`src/rtl/addr_bus_sequencer.sv`:
```
// Sequencer for the shared 16-bit address bus: arbitrates among counter/address
// registers, drives their active-low address enables and post-op inc/dec strobes.
module addr_bus_sequencer #(
    parameter int NREQ = 4
) (
    input  logic              clock,
    input  logic              reset_n,
    input  logic [NREQ-1:0]   req,
    input  logic [2*NREQ-1:0] op,
    output logic [NREQ-1:0]   a_addr_n,
    output logic [NREQ-1:0]   inc,
    output logic [NREQ-1:0]   dec,
    output logic [NREQ-1:0]   gnt,
    output logic [NREQ-1:0]   ack,
    output logic              busy
);

    localparam int IW = (NREQ > 1) ? $clog2(NREQ) : 1;

    typedef enum logic [1:0] {
        S_IDLE,
        S_ADDR,
        S_STEP,
        S_DONE
    } state_t;

    typedef enum logic [1:0] {
        OP_NONE = 2'b00,
        OP_INC  = 2'b01,
        OP_DEC  = 2'b10,
        OP_RSV  = 2'b11
    } op_t;

    state_t          state, state_nxt;
    op_t             op_q, op_nxt;
    logic [IW-1:0]   win, win_nxt;
    logic [IW-1:0]   ptr, ptr_nxt;

    logic [NREQ-1:0] arb_req;
    logic            arb_found;
    logic            arb_rr;
    logic [IW-1:0]   arb_idx;
    logic [IW-1:0]   cand;
    int              pos;

    // Requester 0 has fixed priority; 1..NREQ-1 rotate starting after ptr.
    always_comb begin
        // NOTE: every always_comb output gets a default first so no path infers a latch.
        arb_req   = req;
        arb_found = 1'b0;
        arb_rr    = 1'b0;
        arb_idx   = '0;
        cand      = '0;
        pos       = 0;
        if (state == S_DONE) arb_req[win] = 1'b0;
        if (arb_req[0]) begin
            arb_found = 1'b1;
        end else begin
            for (int k = 1; k < NREQ; k++) begin
                pos = int'(ptr) + k;
                if (pos > NREQ - 1) pos = pos - (NREQ - 1);
                cand = IW'(pos);
                if (!arb_found && arb_req[cand]) begin
                    arb_found = 1'b1;
                    arb_rr    = 1'b1;
                    arb_idx   = cand;
                end
            end
        end
    end

    always_comb begin
        state_nxt = state;
        win_nxt   = win;
        op_nxt    = op_q;
        ptr_nxt   = ptr;
        case (state)
            S_IDLE, S_DONE: begin
                if (arb_found) begin
                    state_nxt = S_ADDR;
                    win_nxt   = arb_idx;
                    op_nxt    = op_t'(op[2*arb_idx +: 2]);
                    if (arb_rr) ptr_nxt = arb_idx;
                end else begin
                    state_nxt = S_IDLE;
                end
            end
            S_ADDR:  state_nxt = (op_q == OP_INC || op_q == OP_DEC) ? S_STEP : S_DONE;
            S_STEP:  state_nxt = S_DONE;
            default: state_nxt = S_IDLE;
        endcase
    end

    // Outputs are decoded from the next state and flopped, so they are glitch-free
    // and have no combinational path from req/op.
    logic [NREQ-1:0] onehot;
    logic [NREQ-1:0] a_addr_nxt, inc_nxt, dec_nxt, gnt_nxt, ack_nxt;

    always_comb begin
        onehot          = '0;
        onehot[win_nxt] = 1'b1;
        a_addr_nxt      = '1;
        inc_nxt         = '1;
        dec_nxt         = '1;
        gnt_nxt         = '0;
        ack_nxt         = '0;
        case (state_nxt)
            S_ADDR: begin
                a_addr_nxt = ~onehot;
                gnt_nxt    = onehot;
            end
            S_STEP: begin
                if (op_nxt == OP_INC)      inc_nxt = ~onehot;
                else if (op_nxt == OP_DEC) dec_nxt = ~onehot;
            end
            S_DONE:  ack_nxt = onehot;
            default: ;
        endcase
    end

    always_ff @(posedge clock or negedge reset_n) begin
        // NOTE: sequential state uses non-blocking assignments so all flops update together.
        if (!reset_n) begin
            state    <= S_IDLE;
            op_q     <= OP_NONE;
            win      <= '0;
            ptr      <= IW'(NREQ - 1);
            a_addr_n <= '1;
            inc      <= '1;
            dec      <= '1;
            gnt      <= '0;
            ack      <= '0;
            busy     <= 1'b0;
        end else begin
            state    <= state_nxt;
            op_q     <= op_nxt;
            win      <= win_nxt;
            ptr      <= ptr_nxt;
            a_addr_n <= a_addr_nxt;
            inc      <= inc_nxt;
            dec      <= dec_nxt;
            gnt      <= gnt_nxt;
            ack      <= ack_nxt;
            busy     <= (state_nxt != S_IDLE);
        end
    end

endmodule

```
`config.mk`:
```
export PLATFORM = sky130hd
export DESIGN_NAME = addr_bus_sequencer
export DESIGN_NICKNAME = d
export VERILOG_FILES = /design/src/rtl/addr_bus_sequencer.sv
export SDC_FILE = /design/constraint.sdc
export NUM_CORES = 1
export LEC_CHECK = 0
export CAP_MARGIN = 10
export CELL_PAD_IN_SITES_DETAIL_PLACEMENT = 1
export CELL_PAD_IN_SITES_GLOBAL_PLACEMENT = 1
export CORE_MARGIN = 2
export CORE_UTILIZATION = 43
export DETAILED_ROUTE_END_ITERATION = 7
export GPL_TIMING_DRIVEN = 0
export PLACE_DENSITY_LB_ADDON = 0.15
export SLEW_MARGIN = 20
export SYNTH_ARGS = -nofsm -noshare
export SYNTH_HDL_FRONTEND = slang
export SYNTH_SLANG_ARGS = --single-unit
export TNS_END_PERCENT = 50
```
`constraint.sdc`:
```
create_clock -name clock -period 7.2 [get_ports clock]
set_clock_uncertainty 0.05 [all_clocks]
set_input_delay 2.16 -clock clock [delete_from_list [all_inputs] [get_ports clock]]
set_output_delay 2.16 -clock clock [all_outputs]
set_load 0.1 [all_outputs]
```
==> flow_summary.yaml <==
logic_synthesis:
  share_of_the_yosys_chip_area_belonging_to_registers_pct: 44.5
  synthesis.instances: 149
  ys_dominant_reg_cell: "dfrtp_1"
  synth_cell_types: 47
  synth-edff-count: 0
  async_flop_share_pct: 100
  synthesis.nets: 168
  post_synth.cell_area_avg_um2: 11.2
  yosys_warnings: 0
  ys_ff_latch: 29
  mappedNetlistArea_um2: 1670
die:
  start_util_pct: 45.3
  dieHeight_um: 66.4
  die_area_um2: 4400
  die_width_um: 66.4
  placeableCoreArea_um2: 3690
  core.rowCount: 22
  num_io_pins: 35
routing:
  via_count: 1292
  route.antenna.remaining_nets: 0
  number_of_violations_reported_at_the_end_of_detailed_routing_iteration_0: 68
  wire_per_inst_um: 16.9
  1st_pass_router_iterations: 4
  post_drt_via_cell_ratio: 5.41
  route.final.wire_length_mm: 4.05
  drc: 0
place:
  io_buffers: 34
  detailed_place_hpwl_mm: 3.05
  placed_cells: 231
  finalWeightedCongestion: 0.855
hold_path:
  holdPathStages: 2
  min-delay-path-class: "register to register"
  hold-path-endpoint: "ptr[1]"
  hold_path_startpoint: "ptr[1]"
clock_network:
  cts.root.buffer_cell: "clkbuf_8"
  cts.repair.resized: 0
  clkLatencyLatePin_ns: 0.27
  clockBufferDepth: 2
  setup_repair_bufs_after_cts: 0
  cts.sink_count: 29
  cts_hold_buffers: 0
  clock_tree.htree_level_count: 2
  clkSlewWorstSetupHoldPaths_ns: 0.06
  cts_tree: "built"
  numCtsBuffers: 5
critical_path:
  timing.reg2reg.setup_slack_ns: 3.78
  timing.critical_path.from_type: "primary input"
  timing.critical_path.fanout_max: 8
  reg2reg_from: "ptr[0]"
  worstSetupStartpoint: "req[3]"
  crit_required_ns: 7.34
  crit_type: "primary input to register"
  critical_path_arrival_ns: 5.09
  worstSetupEndpointType: "register"
  r2r_cells: 10
  end_of_the_worst_register_to_register_path: "inc[0]"
global_route:
  via_count_of_the_first_global_routing_pass: 1380
  track_usage_pct: 20.4
  grt_antenna_before_repair: 0
  grt_first_pass_wirelength_mm: 6.72
  grt_start_max_net_pins: 30
  grt_overflow_total: 0
finish:
  flow.area_growth_from_synthesis_pct: 29.0
  layout.nets: 209
  post_layout_nonfiller_instances: 239
  n_antenna_cell: 0
  drive_gt1_share_pct: 23.0
  postLayoutCoreUtil_pct: 58.5
job:
  max-cap-violations: 0
sta:
  timing_max_transition_violations_final: 0
  max_slew.worst_pin.slew_ns: 0.991
  grt_setup_unrepaired: "false"
  final-setup-viol-count: 0
  worst_slew_margin_rel_pct: 33.7
  max_freq_mhz: 202
  final.setup.tns_ns: 0
  final_period_minus_worst_setup_slack_ns: 4.95
  final_min_period_over_clock_period_pct: 68.8
  fin_hold_viols: 0
outcome:
  run_status: "complete, no violations"
==> worst max path at each step <==
stage	endpoint	slack, ns
2_1_floorplan	inc[0]	2.84
3_3_place_gp	inc[0]	2.07
3_5_place_dp	inc[0]	2.01
4_1_cts	inc[0]	2.26
5_1_grt	inc[0]	2.19
6_report	inc[0]	2.25
==> layout make-up <==
cell class / instances / area [µm²]
Inverter: 15 / 56.3
Tap cell: 48 / 60.1
Clock buffer: 8 / 90.1
Timing Repair Buffer: 34 / 335
Buffer: 8 / 62.6
Fill cell: 411 / 1530
Multi-Input combinational cell: 97 / 810
Sequential cell: 29 / 743
==> per-layer routing <==
| layer | routed length (µm) | vias to the layer above | track usage (%) |
|---|---|---|---|
| li1 | - | 615 | - |
| met1 | 1800 | 639 | 26.7 |
| met2 | 2020 | 35 | 33.9 |
| met3 | 198 | 3 | 4.60 |
| met4 | 25 | 0 | 5.36 |
| met5 | 0 | - | 0 |
==> layout by cell type, fill, tap and decap left out, drive strengths merged, types with 5 or more instances in the layout <==
cell,instances
buf,8
clkbuf,9
clkdlybuf4s50,33
dfrtp,15
dfstp,14
ha,5
inv,15
mux2i,9
nand2,11
nand3,5
nor2,9
==> cell families (layout without fill, tap and decap cells) <==
family | after synthesis | after routing | share of synthesized area, %
AND/OR/NAND/NOR | 49 | 49 | 16.6
adder cells (fa/ha/maj) | 5 | 5 | 3.74
flip-flops | 29 | 29 | 44.5
multiplexers | 13 | 13 | 9.66
XOR/XNOR | 7 | 7 | 3.67
AO/OA/AOI/OAI | 23 | 23 | 14.7
buffers and inverters | 23 | 65 | 7.11
==> cell usage after synthesis, types with 2 or more instances <==
cell type | number | area, µm²
mux2i_1 | 9 | 90.1
xnor2_1 | 4 | 35.0
a21oi_1 | 2 | 10.0
nand3_1 | 5 | 25.0
buf_6 | 3 | 33.8
ha_1 | 5 | 62.6
a311o_1 | 3 | 30.0
dfstp_2 | 14 | 368
o22ai_1 | 3 | 18.8
nor2_1 | 9 | 33.8
dfrtp_1 | 15 | 375
and2_1 | 2 | 12.5
or2_2 | 2 | 12.5
nor4_1 | 2 | 12.5
nand4b_1 | 4 | 35.0
o221ai_2 | 2 | 30.0
mux4_2 | 2 | 45.0
o31ai_4 | 2 | 42.5
buf_2 | 2 | 10.0
buf_4 | 2 | 15.0
nand2_1 | 10 | 37.5
nand2b_1 | 4 | 25.0
xor2_1 | 3 | 26.3
or4b_1 | 4 | 40.0
inv_1 | 14 | 52.6
==> critical path: stages <==
cell and delay [ns]:
clkdlybuf4s50_1 0.55, mux4_2 0.55, o31ai_4 0.10, o2111ai_2 0.29
o21ai_4 0.33, mux2_4 0.36, or2_0 0.26, or4b_1 0.51
==> metrics by stage <==
step | cell area [µm²] | hold WS (ns) | worst slack [ns]
after floorplan | 1670 | 0.446 | 2.84
after global placement | 2070 | 0.465 | 2.07
after detailed placement | 2070 | 0.493 | 2.01
after CTS | 2160 | 0.504 | 2.26
after global routing | 2160 | 0.523 | 2.19
final | 2160 | 0.498 | 2.25
==> sequential cells by signal, indices dropped and copies added (netlist names) <==
| register | cells |
|---|---|
| a_addr_n | 4 |
| ack | 4 |
| busy | 1 |
| dec | 4 |
| gnt | 4 |
| inc | 4 |
| op_q | 2 |
| ptr | 2 |
| state | 2 |
| win | 2 |
Power is not shown: default switching activity piles up to over one toggle a cycle in this logic, so the estimate is an artifact.
==> RTL change 1 (config.mk and constraints unchanged) <==
Encoding of `state_t`: now Gray code (2 bits for 4 states).
--- a/src/rtl/addr_bus_sequencer.sv
+++ b/src/rtl/addr_bus_sequencer.sv
@@ -20,6 +20,6 @@
     typedef enum logic [1:0] {
-        S_IDLE,
-        S_ADDR,
-        S_STEP,
-        S_DONE
+        S_IDLE = 2'b00,
+        S_ADDR = 2'b01,
+        S_STEP = 2'b11,
+        S_DONE = 2'b10
     } state_t;
Check against the original RTL: no difference found for any inputs over 10 cycles, from zero or initial values and one cycle with reset_n low; not proved beyond that.
==> RTL change 1 against the original RTL <==
- sequential cell count is the same
- die area is 7.3% lower
- synthesized cell count decreased by 5.4%
- final area decreased by 6.4%
- setup slack better by 0.46 ns
- wire length grew 0.79%
- area after synthesis is 7.8% lower
Power is left out: the tool's default activity adds up to more than one toggle a clock period on the data nets, which glitch-free logic cannot reach.
==> RTL change 1: results <==
final_layout:
  clock_cell_area_share: 0.04213
  signal_buffers: 43
  buf_share: 0.2107
  num-fill-cells: 359
  drive_above_1_share: 0.2350
  multiInputGateArea_sq_um: 675.6
  nClkBuffers: 7
synth:
  netlist_top_cells_count: "nor2_1, dfrtp_1, dfstp_2, nand2_1, inv_1"
  synthDistinctLibCells: 56
  yosys.area_share.adder: 0.01623
  synth_compound_area_frac: 0.1177
  synth_xor_area_frac: 0.005682
  synth_fp_nets: 157
  seq_area_frac_synth: 0.4821
  synth_area_leaders: "dfrtp_1, dfstp_2, nor2_1"
worst_setup_path:
  cp.arrival_ns: 4.71
  critPathMaxStageDelay_ns: 0.58
  critPathLaunch: "req[2]"
  critical_path.top_delay_family: "simple AND/OR/NAND/NOR gates"
placed_design:
  dp_hpwl_mm: 2.942
  gp_congestion: 0.8402
outcome:
  status: "completed"
global_routing:
  track_usage: 0.2208
  grt_pass1_wl_mm: 6.713
  grt_pass1_vias: 1387
routing:
  routed_wl_mm: 4.078
  drt_iter0_markers: 32
clock_network:
  clk_pin_slew_ns: 0.10
hold_path:
  hold_path.startpoint: "ptr[0]$_DFFE_PN1P_"
  min_to: "ptr[0]$_DFFE_PN1P_"
-- RTL change 1: cell types whose count changed in the layout (fill, tap and decap cells not counted), sizes merged, moves of 4 or more --
cell	change
inv	-7
nor2	+7
mux2i	-5
or4b	-4
-- RTL change 1: metal layers --
layer	vias up	global-route usage	wire length, microns
met3	12	0.07218	222
met1	631	0.2520	1650
met2	42	0.3711	2073
li1	579	-	-
met4	0	0.1060	132
met5	-	0	0
-- RTL change 1: logic make-up after synthesis --
family / Yosys count
AND/OR/NAND/NOR: 66
flip-flops: 29
AO/OA/AOI/OAI: 21
buffers and inverters: 17
multiplexers: 5
adder cells (fa/ha/maj): 2
XOR/XNOR: 1
-- RTL change 1: metrics by stage --
stage          worst slack (ns)  cells  area (sq um)
2_1_floorplan             3.098    141          1541
3_3_place_gp              2.440    221          1939
3_5_place_dp              2.379    221          1934
4_1_cts                   2.734    229          2019
5_1_grt                   2.639    229          2019
6_report                  2.707    229          2019
-- RTL change 1: worst min-delay path, delay by kind of cell, from the launching register on --
family | cells | cell delay [ns]
flops | 1 | 0.39
compound gates | 1 | 0.09
buf+inv | 1 | 0.08
-- RTL change 1: worst max-delay path by stage --
| stage | end | slack [ns] | depth (start not counted) |
|---|---|---|---|
| final | inc[0]$_DFF_PN1_ | 2.71 | 9 |
| after global routing | inc[0]$_DFF_PN1_ | 2.64 | 9 |
| after CTS | inc[0]$_DFF_PN1_ | 2.73 | 9 |
| after detailed placement | inc[0]$_DFF_PN1_ | 2.38 | 9 |
| after global placement | inc[0]$_DFF_PN1_ | 2.44 | 9 |
| after floorplan | inc[0]$_DFF_PN1_ | 3.10 | 8 |
==> RTL change 2 (same settings) <==
Without the edit above. Reset style: synchronous (`reset_n`), changed in one clocked block.
--- a/src/rtl/addr_bus_sequencer.sv
+++ b/src/rtl/addr_bus_sequencer.sv
@@ -120,3 +120,3 @@
 
-    always_ff @(posedge clock or negedge reset_n) begin
+    always_ff @(posedge clock) begin
         // NOTE: sequential state uses non-blocking assignments so all flops update together.
Behaviour: differs if reset_n is asserted again (counterexample within 4 cycles, from zero or initial values and one cycle with reset_n low); with reset_n held inactive, the same outputs for 10 cycles.
==> RTL change 2 against the original RTL <==
- non-clock buffer count decreased by 1
- wire length decreased by 10%
- hold slack improved by 0.0050 ns
- sequential cell count unchanged
- area after synthesis decreased by 14%
- final area decreased by 12%
- setup slack improved by 0.53 ns
- critical path type unchanged
- highest routed layer unchanged
==> RTL change 2: results <==
global_routing:
  antenna_found_initial: 0
  use_met1: 0.2487
  use_met3: 0.06625
  grt_pass1_wl_mm: 5.761
  grt_pass1_vias: 1254
  grt_max_degree: 11
  track_usage: 0.2132
  gr-usage-met2: 0.3594
clock_network:
  h-tree-depth: 2
  clk_pin_slew_ns: 0.08
synth:
  ys_async_sr_fraction: 0
  synthDistinctLibCells: 45
  netlist_top_cells_count: "dfxtp_1, nand2_1, nand3_1"
  seq_area_frac_synth: 0.4038
  synth_fp_nets: 169
worst_setup_path:
  critical_path.top_delay_family: "compound AO/OA/AOI/OAI gates"
  slowest_stage: "a2111oi_4"
  r2r_end: "ptr[0]$_SDFFE_PN1P_"
  critPathLaunch: "req[1]"
  ff2ff_path_depth: 9
routing:
  via_per_inst: 5.233
  drt_iter0_markers: 74
  routed_wl_mm: 3.623
  met3_length_microns: 171
  dr_wl_met2_mm: 1.861
  wl_met1_mm: 1.528
timing:
  slew_headroom: 0.3405
  worst_hold_slack_ns: 0.5034
  finalHoldViolations: 0
final_layout:
  fin_nets: 210
  drive_above_1_share: 0.1250
  layout.cells.non_filler: 236
placed_design:
  placed_cells: 228
  dp_slack_ns: 2.448
  placed_area_sq_um: 1833
  gp_congestion: 0.7905
pwr:
  power_uw: 825.5
outcome:
  status: "completed"
## RTL change 2: layout make-up
type | instances | area [sq um]
multi-input combinational | 105 | 778.2
tap | 44 | 55.05
timing repair buffer | 34 | 340.3
clock inverter | 1 | 5.005
inverter | 9 | 33.78
clock buffer | 7 | 65.06
buffer | 7 | 45.04
fill | 374 | 1225
sequential | 29 | 580.6
## RTL change 2: logic make-up after synthesis
logic type | count (synthesis) | share of synthesized area
adders and majority gates | 5 | 0.04352
and+or+nand+nor | 60 | 0.2289
xor gates and xnor gates | 4 | 0.02437
DFF | 29 | 0.4038
buffers and inverters | 16 | 0.05482
AOI/OAI and AO/OA | 29 | 0.1871
muxes | 7 | 0.05744
## RTL change 2: tightest hold or removal path: cells and delay by family (launching register included)
kind / cells / cell delay (ns)
compound gates: 1 / 0.08
flops: 1 / 0.35
simple gates: 1 / 0.09
